**config.mk**
```make
export PLATFORM = sky130hd
export DESIGN_NAME = uart_rx_capture
export DESIGN_NICKNAME = d
export VERILOG_FILES = /design/src/rtl/uart_pkg.sv /design/src/rtl/sync_fifo.sv /design/src/rtl/uart_rx_capture.sv
export SDC_FILE = /design/constraint.sdc
export NUM_CORES = 1
export LEC_CHECK = 0
export BUFFER_PORTS_ARGS = -buffer_cell sky130_fd_sc_hd__buf_2
export CORE_UTILIZATION = 40
export CTS_CLUSTER_SIZE = 25
export DETAILED_ROUTE_END_ITERATION = 8
export PLACE_DENSITY = 0.66
export SETUP_SLACK_MARGIN = 0.2
export SYNTH_ARGS = -nofsm -noshare
export SYNTH_HDL_FRONTEND = slang
export SYNTH_SLANG_ARGS = --single-unit
```
**constraint.sdc**
```tcl
create_clock -name clk -period 2.5 [get_ports clk]
set_clock_uncertainty 0.1 [all_clocks]
set_input_delay 0.125 -clock clk [delete_from_list [all_inputs] [get_ports clk]]
set_output_delay 0.125 -clock clk [all_outputs]
set_load 0.03 [all_outputs]
```
**src/rtl/uart_pkg.sv**
```systemverilog
// uart_pkg: shared parity modes, receiver state encoding and parity helper
package uart_pkg;
  localparam logic [1:0] PAR_NONE = 2'd0;
  localparam logic [1:0] PAR_EVEN = 2'd1;
  localparam logic [1:0] PAR_ODD  = 2'd2;
  typedef enum logic [2:0] {S_IDLE, S_START, S_DATA, S_PARITY, S_STOP} rx_state_t;
  function automatic logic parity_calc(input logic [8:0] d, input logic [1:0] mode);
    return (^d) ^ (mode == PAR_ODD);
  endfunction
endpackage

```
**src/rtl/sync_fifo.sv**
```systemverilog
// sync_fifo: first-word fall-through FIFO with explicit level counter
module sync_fifo #(
  parameter int WIDTH = 8,
  parameter int DEPTH = 8
) (
  input  logic                       clk,
  input  logic                       rst,
  input  logic                       wr_en,
  input  logic [WIDTH-1:0]           wr_data,
  input  logic                       rd_en,
  output logic [WIDTH-1:0]           rd_data,
  output logic                       empty,
  output logic                       full,
  output logic [$clog2(DEPTH):0]     level
);
  localparam int AW = $clog2(DEPTH);
  logic [WIDTH-1:0] mem [DEPTH];
  logic [AW-1:0] wp, rp;
  logic do_rd, do_wr;
  assign empty = level == '0;
  assign full = level == (AW+1)'(DEPTH);
  assign do_rd = rd_en && !empty;
  assign do_wr = wr_en && (!full || do_rd);
  assign rd_data = empty ? '0 : mem[rp];
  always_ff @(posedge clk) begin
    if (rst) begin
      wp <= '0;
      rp <= '0;
      level <= '0;
    end else begin
      wp <= wp + AW'(do_wr);
      rp <= rp + AW'(do_rd);
      level <= level + (AW+1)'(do_wr) - (AW+1)'(do_rd);
    end
  end
  always_ff @(posedge clk) begin
    if (do_wr) mem[wp] <= wr_data;
  end
endmodule

```
**src/rtl/uart_rx_capture.sv**
```systemverilog
// uart_rx_capture: UART receiver that checks each frame and captures good characters into a FIFO
module uart_rx_capture
  import uart_pkg::*;
#(
  parameter int CLK_DIV     = 16,
  parameter int DATA_BITS   = 8,
  parameter int PARITY_MODE = 0,
  parameter int STOP_BITS   = 1,
  parameter int FIFO_DEPTH  = 8
) (
  input  logic                          clk,
  input  logic                          rst,
  input  logic                          rxd,
  input  logic                          rd_en,
  input  logic                          clr_err,
  output logic [DATA_BITS-1:0]          rd_data,
  output logic                          empty,
  output logic                          full,
  output logic [$clog2(FIFO_DEPTH):0]   level,
  output logic                          frame_err,
  output logic                          parity_err,
  output logic                          overrun
);
  localparam int CW = $clog2(CLK_DIV);
  rx_state_t state;
  logic s1, s2, rxs_d;
  logic [CW-1:0] cnt;
  logic [3:0] nbit;
  logic [DATA_BITS-1:0] sh;
  logic perr_f, ferr_f;
  logic tick, last_stop, bad_frame, good, push, ovr;
  assign tick = cnt == '0;
  assign last_stop = state == S_STOP && tick && nbit == 4'(STOP_BITS-1);
  assign bad_frame = ferr_f | ~s2;
  assign good = last_stop && !bad_frame && !perr_f;
  // a full FIFO still accepts the character when the consumer pops in the same cycle
  assign push = good && (!full || rd_en);
  assign ovr = good && full && !rd_en;
  always_ff @(posedge clk) begin
    if (rst) begin
      s1 <= 1'b1;
      s2 <= 1'b1;
      rxs_d <= 1'b1;
      state <= S_IDLE;
      cnt <= '0;
      nbit <= '0;
      sh <= '0;
      perr_f <= 1'b0;
      ferr_f <= 1'b0;
      frame_err <= 1'b0;
      parity_err <= 1'b0;
      overrun <= 1'b0;
    end else begin
      s1 <= rxd;
      s2 <= s1;
      rxs_d <= s2;
      frame_err <= last_stop && bad_frame;
      parity_err <= last_stop && !bad_frame && perr_f;
      overrun <= ovr | (overrun & ~clr_err);
      if (state != S_IDLE) cnt <= tick ? CW'(CLK_DIV-1) : cnt - 1'b1;
      case (state)
        S_IDLE: if (rxs_d && !s2) begin
          state <= S_START;
          cnt <= CW'(CLK_DIV/2-1);
          nbit <= '0;
          perr_f <= 1'b0;
          ferr_f <= 1'b0;
        end
        S_START: if (tick) state <= s2 ? S_IDLE : S_DATA;
        S_DATA: if (tick) begin
          sh <= {s2, sh[DATA_BITS-1:1]};
          nbit <= (nbit == 4'(DATA_BITS-1)) ? '0 : nbit + 1'b1;
          if (nbit == 4'(DATA_BITS-1)) state <= (PARITY_MODE != 0) ? S_PARITY : S_STOP;
        end
        S_PARITY: if (tick) begin
          perr_f <= s2 != parity_calc(9'(sh), 2'(PARITY_MODE));
          state <= S_STOP;
        end
        S_STOP: if (tick) begin
          ferr_f <= ferr_f | ~s2;
          nbit <= nbit + 1'b1;
          if (last_stop) state <= S_IDLE;
        end
        default: state <= S_IDLE;
      endcase
    end
  end
  sync_fifo #(.WIDTH(DATA_BITS), .DEPTH(FIFO_DEPTH)) u_fifo (
    .clk(clk),
    .rst(rst),
    .wr_en(push),
    .wr_data(sh),
    .rd_en(rd_en),
    .rd_data(rd_data),
    .empty(empty),
    .full(full),
    .level(level)
  );
endmodule

```
==> results of run 1 <==
-- cell usage in the layout (no fill, tap or decap), types with 9 or more instances in the layout --
master    count
buf_4        29
buf_2        21
nand2_1      15
clkbuf_8      9
nor2_1       19
mux4_2       16
dfxtp_1      29
edfxtp_1     64
ha_1         11
nand3_1      10
a21oi_1      17
inv_1        10
-- repair_timing --
| action | CTS | global route |
|---|---|---|
| hold endpoints to repair | 2 | 0 |
| pin swaps | 5 | 3 |
| hold buffers | 3 | 0 |
| gates resized for setup | 13 | 8 |
| endpoints found under the setup margin | 50 | 72 |
| setup buffers | 14 | 4 |
-- synth_stat cells (2+ instances only) --
cell type / count / area share
nand2b_1: 4 / 0.0057
buf_2: 2 / 0.0023
a31oi_1: 2 / 0.0028
a21oi_1: 18 / 0.021
buf_1: 2 / 0.0017
xnor2_1: 6 / 0.012
nor4_1: 2 / 0.0028
nor2b_1: 8 / 0.011
o211a_1: 2 / 0.0046
nand3b_1: 3 / 0.0051
ha_1: 14 / 0.040
xnor3_1: 2 / 0.010
or2_2: 3 / 0.0043
clkbuf_1: 14 / 0.012
nor3b_1: 9 / 0.015
nand2_1: 15 / 0.013
mux2i_1: 8 / 0.018
a21o_1: 2 / 0.0034
nand3_1: 10 / 0.011
inv_1: 14 / 0.012
nor3_1: 9 / 0.010
mux4_2: 16 / 0.082
o41ai_1: 2 / 0.0040
a211oi_1: 3 / 0.0051
xor2_1: 2 / 0.0040
or4b_1: 3 / 0.0068
o21ai_1: 3 / 0.0034
o31ai_1: 3 / 0.0051
and3b_1: 2 / 0.0040
nor3b_2: 2 / 0.0057
edfxtp_1: 64 / 0.44
nor4b_1: 2 / 0.0040
nor2_1: 21 / 0.018
dfxtp_1: 37 / 0.17
-- per-layer routing --
metal | global-route usage | wire [um]
met2 | 0.277 | 4400
met1 | 0.210 | 3810
met3 | 0.0383 | 265
met4 | 0.0558 | 110
met5 | 0 | 0
-- state kept, by name (all words and copies together), names as in the netlist --
name and flops:
overrun 1, u_fifo.rp 3, frame_err 1, u_fifo.level 4
sh 8, state 3, rxs_d 1, ferr_f 1
cnt 4, nbit 4, u_fifo.wp 3, s2 1
s1 1, perr_f 1, u_fifo.mem 64, parity_err 1
-- final cells by class --
cell class | count | share of cell area
Clock inverter | 6 | 0.0110
Sequential cell | 101 | 0.511
Inverter | 14 | 0.0105
Timing Repair Buffer | 60 | 0.0840
Tap cell | 136 | 0.0325
Multi-Input combinational cell | 192 | 0.327
Clock buffer | 9 | 0.0236
-- worst max-delay path: stages, from the launching register on --
cell     delay [ns]
dfxtp_2        0.34
inv_2          0.08
ha_4           0.13
nor3b_4        0.19
nand4_1        0.23
or4b_4         0.63
buf_4          0.18
nor2_4         0.09
buf_6          0.15
-- cell families after synthesis --
kind of cell    share of synthesized area
compound gates                     0.0604
mux                                 0.100
simple gates                        0.132
xor+xnor                           0.0262
flops                               0.606
buf+inv                            0.0279
fa+ha+maj                          0.0470
-- how the worst max path moves through the flow --
stage	start	to	slack, ns
2_1_floorplan	nbit[0]$_SDFFE_PP0P_	u_fifo.mem[3][0]$_DFFE_PP_	0.21
3_3_place_gp	cnt[1]$_SDFF_PP0_	u_fifo.mem[3][6]$_DFFE_PP_	0.05
3_5_place_dp	cnt[1]$_SDFF_PP0_	u_fifo.mem[3][0]$_DFFE_PP_	-0.05
4_1_cts	cnt[0]$_SDFF_PP0_	u_fifo.mem[5][7]$_DFFE_PP_	0.15
5_1_grt	cnt[1]$_SDFF_PP0_	u_fifo.mem[3][2]$_DFFE_PP_	0.004
6_report	cnt[1]$_SDFF_PP0_	u_fifo.mem[7][7]$_DFFE_PP_	0.09
-- stage by stage --
step	area [um2]	hold slack [ns]	power (uW)	instances
floorplan	4480	0.129	2920	325
global placement	4830	0.209	3190	482
detailed placement	4830	0.210	3220	482
CTS	5180	0.160	4220	514
global route	5240	0.171	4440	518
finish	5240	0.174	4210	518
-- power breakdown --
| part | switching, uW | internal, uW |
|---|---|---|
| Sequential | 49.1 | 1820 |
| Clock | 589 | 379 |
| Combinational | 795 | 579 |
==> impl_metrics.env, run 1 <==
export IMPL_synthesis_nets=345
export IMPL_core_um2=10500
export IMPL_crit_path_start_kind="register"
export IMPL_area_growth_pct=19.3
export IMPL_synth_flop_cell="edfxtp_1"
export IMPL_worstRegToRegCells=8
export IMPL_hold_violations=0
export IMPL_die_h_um=107
export IMPL_wire_per_inst_um=16.6
export IMPL_grt_pass1_wl_um=14200
export IMPL_fill_cells=941
export IMPL_setup_viol=0
export IMPL_worstSetupPathType="register to register"
export IMPL_arrival_ns=2.39
export IMPL_cts_tree="yes"
export IMPL_gp_congestion=0.778
export IMPL_fmax_mhz=416
export IMPL_path_max_fanout=8
export IMPL_numCtsBuffers=9
export IMPL_clk_latency_ns=0.37
export IMPL_async_reset_ff_frac=0
export IMPL_die_w_um=107
export IMPL_hold_class="input port to register"
export IMPL_drt_wl_total_um=8590
export IMPL_clkTransAtPathRegs_ns=0.10
export IMPL_relSlewSlack=0.579
export IMPL_yosysUniqueCellTypes=50
export IMPL_vdd_drop_max_uv=557
export IMPL_r2r_end="u_fifo.mem[7][7]$_DFFE_PP_"
export IMPL_rows=37
export IMPL_cts_num_sinks=101
export IMPL_tns_ns=0
export IMPL_end_kind="register"
export IMPL_rr_startpoint="cnt[1]$_SDFF_PP0_"
export IMPL_leakagePower_uw=0.00186
export IMPL_n_antenna_cell=0
export IMPL_ys_ff_latch=101
export IMPL_root_buffer="clkbuf_8"
export IMPL_first_pass_iters=4
export IMPL_power_density_nw_per_um2=803
export IMPL_first_global_vias=2835
export IMPL_final_period_utilization=0.962
export IMPL_dr_first_iter_drc_count=76
export IMPL_drc=0
export IMPL_syn_area_per_cell_um2=13.5
export IMPL_drive_gt1_frac=0.319
export IMPL_portBuffers=21
export IMPL_ys_seq_area_frac=0.606
export IMPL_finalCriticalPeriod_ns=2.41
export IMPL_yosysWarnings=0
export IMPL_dpl_hpwl_um=5700
export IMPL_grt_total_usage=0.165
export IMPL_synthesis_instances=325
export IMPL_drv_slew=0
export IMPL_antenna_found_initial=0
export IMPL_htree_num_levels=3
export IMPL_worstPathRequired_ns=2.49
export IMPL_r2r_setup_slack_ns=0.09
export IMPL_register_area_um2=2680
export IMPL_final_antenna_net_count=0
export IMPL_rsz0062_at_grt="yes"
export IMPL_place_ws_ns=-0.0460
export IMPL_hold_path_depth=2
export IMPL_pin_count=22
export IMPL_tightest_slew_ns=0.632
export IMPL_initial_core_util=0.420
export IMPL_syn_area_um2=4390
export IMPL_final_util=0.501
export IMPL_via_per_inst=5.38
export IMPL_multi_input_area_um2=1720
export IMPL_fin_nets=398
export IMPL_holdPathEnd="u_fifo.rp[2]$_SDFF_PP0_"
export IMPL_gr_total_overflow=0
export IMPL_via_count=2786
export IMPL_synth_edf_count=64
export IMPL_worst_slack_ns=0.0943
export IMPL_cap_viol_max_count=0
export IMPL_min_from="rst"
export IMPL_die_area_um2=11400
export IMPL_outcome="finished clean"
export IMPL_grt_max_degree=35
export IMPL_max_clock_path_buffers=2
Note: power is estimated with default switching activity, not from simulation.
==> inputs of run 2 (changes only) <==
CORE_UTILIZATION = 55   (was 40)
PLACE_DENSITY = 0.84   (was 0.66)
RECOVER_POWER = 25   (was default)
==> run 2 against run 1 <==
  * Final area is 1.5% lower
  * Critical path depth fell by 1
  * Wire length up 0.45%
  * Count of clock-buffer cells in the layout is 2 higher
  * Critical path type unchanged
==> impl_metrics.env, run 2 (synthesis gave the netlist of run 1 again) <==
export IMPL_placed_cells=448
export IMPL_whs_ns=0.153
export IMPL_p_total_uw=4260
export IMPL_finalCriticalPeriod_ns=2.40
export IMPL_cts_tree="yes"
export IMPL_die_w_um=91.4
export IMPL_critPathBufInv=2
export IMPL_via_count=2758
export IMPL_largest_register_ffs=64
export IMPL_end_kind="register"
export IMPL_outcome="finished clean"
export IMPL_rr_startpoint="cnt[0]$_SDFF_PP0_"
export IMPL_worst_slack_ns=0.0952
export IMPL_first_pass_iters=4
export IMPL_cts_num_sinks=101
export IMPL_final_antenna_net_count=0
export IMPL_power_density_nw_per_um2=826
export IMPL_multi_input_area_um2=1710
export IMPL_portBuffers=21
export IMPL_fmax_mhz=416
export IMPL_cp_slowest_cell="or4b_4"
export IMPL_arrival_ns=2.39
export IMPL_area_growth_pct=17.5
export IMPL_worstPathRequired_ns=2.49
export IMPL_final_cell_mix="64 x edfxtp_1, 29 x dfxtp_1, 22 x buf_4"
export IMPL_max_clock_path_buffers=2
export IMPL_crit_path_start_kind="register"
export IMPL_grt_pass1_wl_um=13700
export IMPL_met3WireLength_um=310
export IMPL_dr_first_iter_drc_count=112
export IMPL_worstRegToRegCells=7
export IMPL_first_global_vias=2734
export IMPL_worstPathCellList="inv_4 > ha_4 > nor3b_4 > nand4_1 > or4b_4 > nor3b_4 > buf_12"
export IMPL_gr_total_overflow=0
export IMPL_die_h_um=91.4
export IMPL_layout_commonest_cell="edfxtp_1"
export IMPL_cap_viol_max_count=0
export IMPL_setup_viol=0
export IMPL_top_layer_used="met4"
export IMPL_pin_count=22
export IMPL_drt_wl_total_um=8620
export IMPL_grt_max_degree=35
export IMPL_drv_slew=0
export IMPL_relSlewSlack=0.588
export IMPL_wire_per_inst_um=18.0
export IMPL_regMostFlops="u_fifo.mem"
export IMPL_fill_cells=525
export IMPL_antenna_found_initial=0
export IMPL_final_period_utilization=0.962
export IMPL_via_per_inst=5.77
export IMPL_wl_met2_um=4570
export IMPL_tightest_slew_ns=0.617
export IMPL_met1Wirelength_um=3620
export IMPL_cpMostUsedCell="nor3b_4"
export IMPL_initial_core_util=0.568
export IMPL_min_from="rst"
export IMPL_core_um2=7730
export IMPL_path_max_fanout=8
export IMPL_gp_congestion=0.763
export IMPL_grt_total_usage=0.223
export IMPL_crit_family="simple AND/OR/NAND/NOR gates"
export IMPL_root_buffer="clkbuf_8"
export IMPL_top_regs="u_fifo.mem: 64 flops, sh: 8 flops"
export IMPL_hold_class="input port to register"
export IMPL_register_area_um2=2680
export IMPL_leakagePower_uw=0.00182
export IMPL_critPathMaxStageDelay_ns=0.63
export IMPL_hold_violations=0
export IMPL_htree_num_levels=3
export IMPL_holdPathEnd="u_fifo.level[3]$_SDFF_PP0_"
export IMPL_clk_latency_ns=0.36
export IMPL_rsz0062_at_grt="yes"
export IMPL_dpl_hpwl_um=5410
export IMPL_die_area_um2=8350
export IMPL_drc=0
export IMPL_final_util=0.668
export IMPL_numCtsBuffers=9
export IMPL_r2r_end="u_fifo.mem[3][5]$_DFFE_PP_"
export IMPL_n_antenna_cell=0
export IMPL_finalNonFillerCells=478
export IMPL_worstSetupPathType="register to register"
export IMPL_r2r_setup_slack_ns=0.1
export IMPL_rows=32
export IMPL_fin_nets=391
export IMPL_clkTransAtPathRegs_ns=0.09
export IMPL_place_ws_ns=-0.0595
export IMPL_drive_gt1_frac=0.295
export IMPL_vdd_drop_max_uv=628
export IMPL_hold_path_depth=2
==> run 2: cell types whose count changed in the layout (fill, tap and decap cells not counted), moves of 3 or more <==
| cell | delta |
|---|---|
| clkbuf_1 | +4 |
| buf_12 | +3 |
| buf_6 | -5 |
| clkinv_4 | -3 |
| clkinvlp_4 | +3 |
| buf_4 | -7 |
==> run 2: area by class of cell <==
class                   instances  share of cell area
flip-flops and latches        101               0.519
clock buffers                  11              0.0255
clock inverters                 5              0.0119
repair buffers                 53              0.0773
multi-input cells             192               0.331
well taps                     102              0.0247
inverters                      14              0.0107
==> run 2: worst register-to-register path, cell delays in order (launching register included) <==
cell	delay, ns
dfxtp_2	0.35
inv_4	0.06
ha_4	0.13
nor3b_4	0.18
nand4_1	0.23
or4b_4	0.63
nor3b_4	0.29
buf_12	0.16
==> run 2: where the power goes <==
part	total, uW	switching, uW	internal (uW)
sequential	1880	59.9	1820
clock	1010	546	467
combinational	1370	787	583
total	4260	1390	2870
==> run 2: metal layers <==
| metal | vias up | global-route usage |
|---|---|---|
| met4 | 0 | 0.106 |
| met3 | 10 | 0.0335 |
| met5 | - | 0 |
| met1 | 1371 | 0.274 |
| met2 | 78 | 0.389 |
| li1 | 1299 | - |
==> run 2: worst max path at each step <==
stage | to | from | cells after the start
floorplan | u_fifo.mem[3][0]$_DFFE_PP_ | nbit[0]$_SDFFE_PP0P_ | 6
global placement | u_fifo.mem[3][5]$_DFFE_PP_ | cnt[1]$_SDFF_PP0_ | 6
detailed placement | u_fifo.mem[3][4]$_DFFE_PP_ | cnt[1]$_SDFF_PP0_ | 6
CTS | u_fifo.mem[3][6]$_DFFE_PP_ | cnt[1]$_SDFF_PP0_ | 7
global route | u_fifo.mem[3][0]$_DFFE_PP_ | cnt[1]$_SDFF_PP0_ | 7
finish | u_fifo.mem[3][5]$_DFFE_PP_ | cnt[0]$_SDFF_PP0_ | 7
==> run 2: through the flow <==
step	area, um2	setup TNS, ns
6_report	5160	0
5_1_grt	5160	0
4_1_cts	5130	0
3_5_place_dp	4780	-0.618
3_3_place_gp	4780	0
2_1_floorplan	4480	0
==> run 2: timing repair <==
| action | CTS | global route |
|---|---|---|
| hold buffers | 3 | 0 |
| endpoints found under the setup margin | 60 | 69 |
| setup buffers | 9 | 2 |
| pin swaps | 4 | 3 |
| resized for setup | 12 | 5 |
| cloned | 0 | 0 |
| hold endpoints to repair | 2 | 0 |
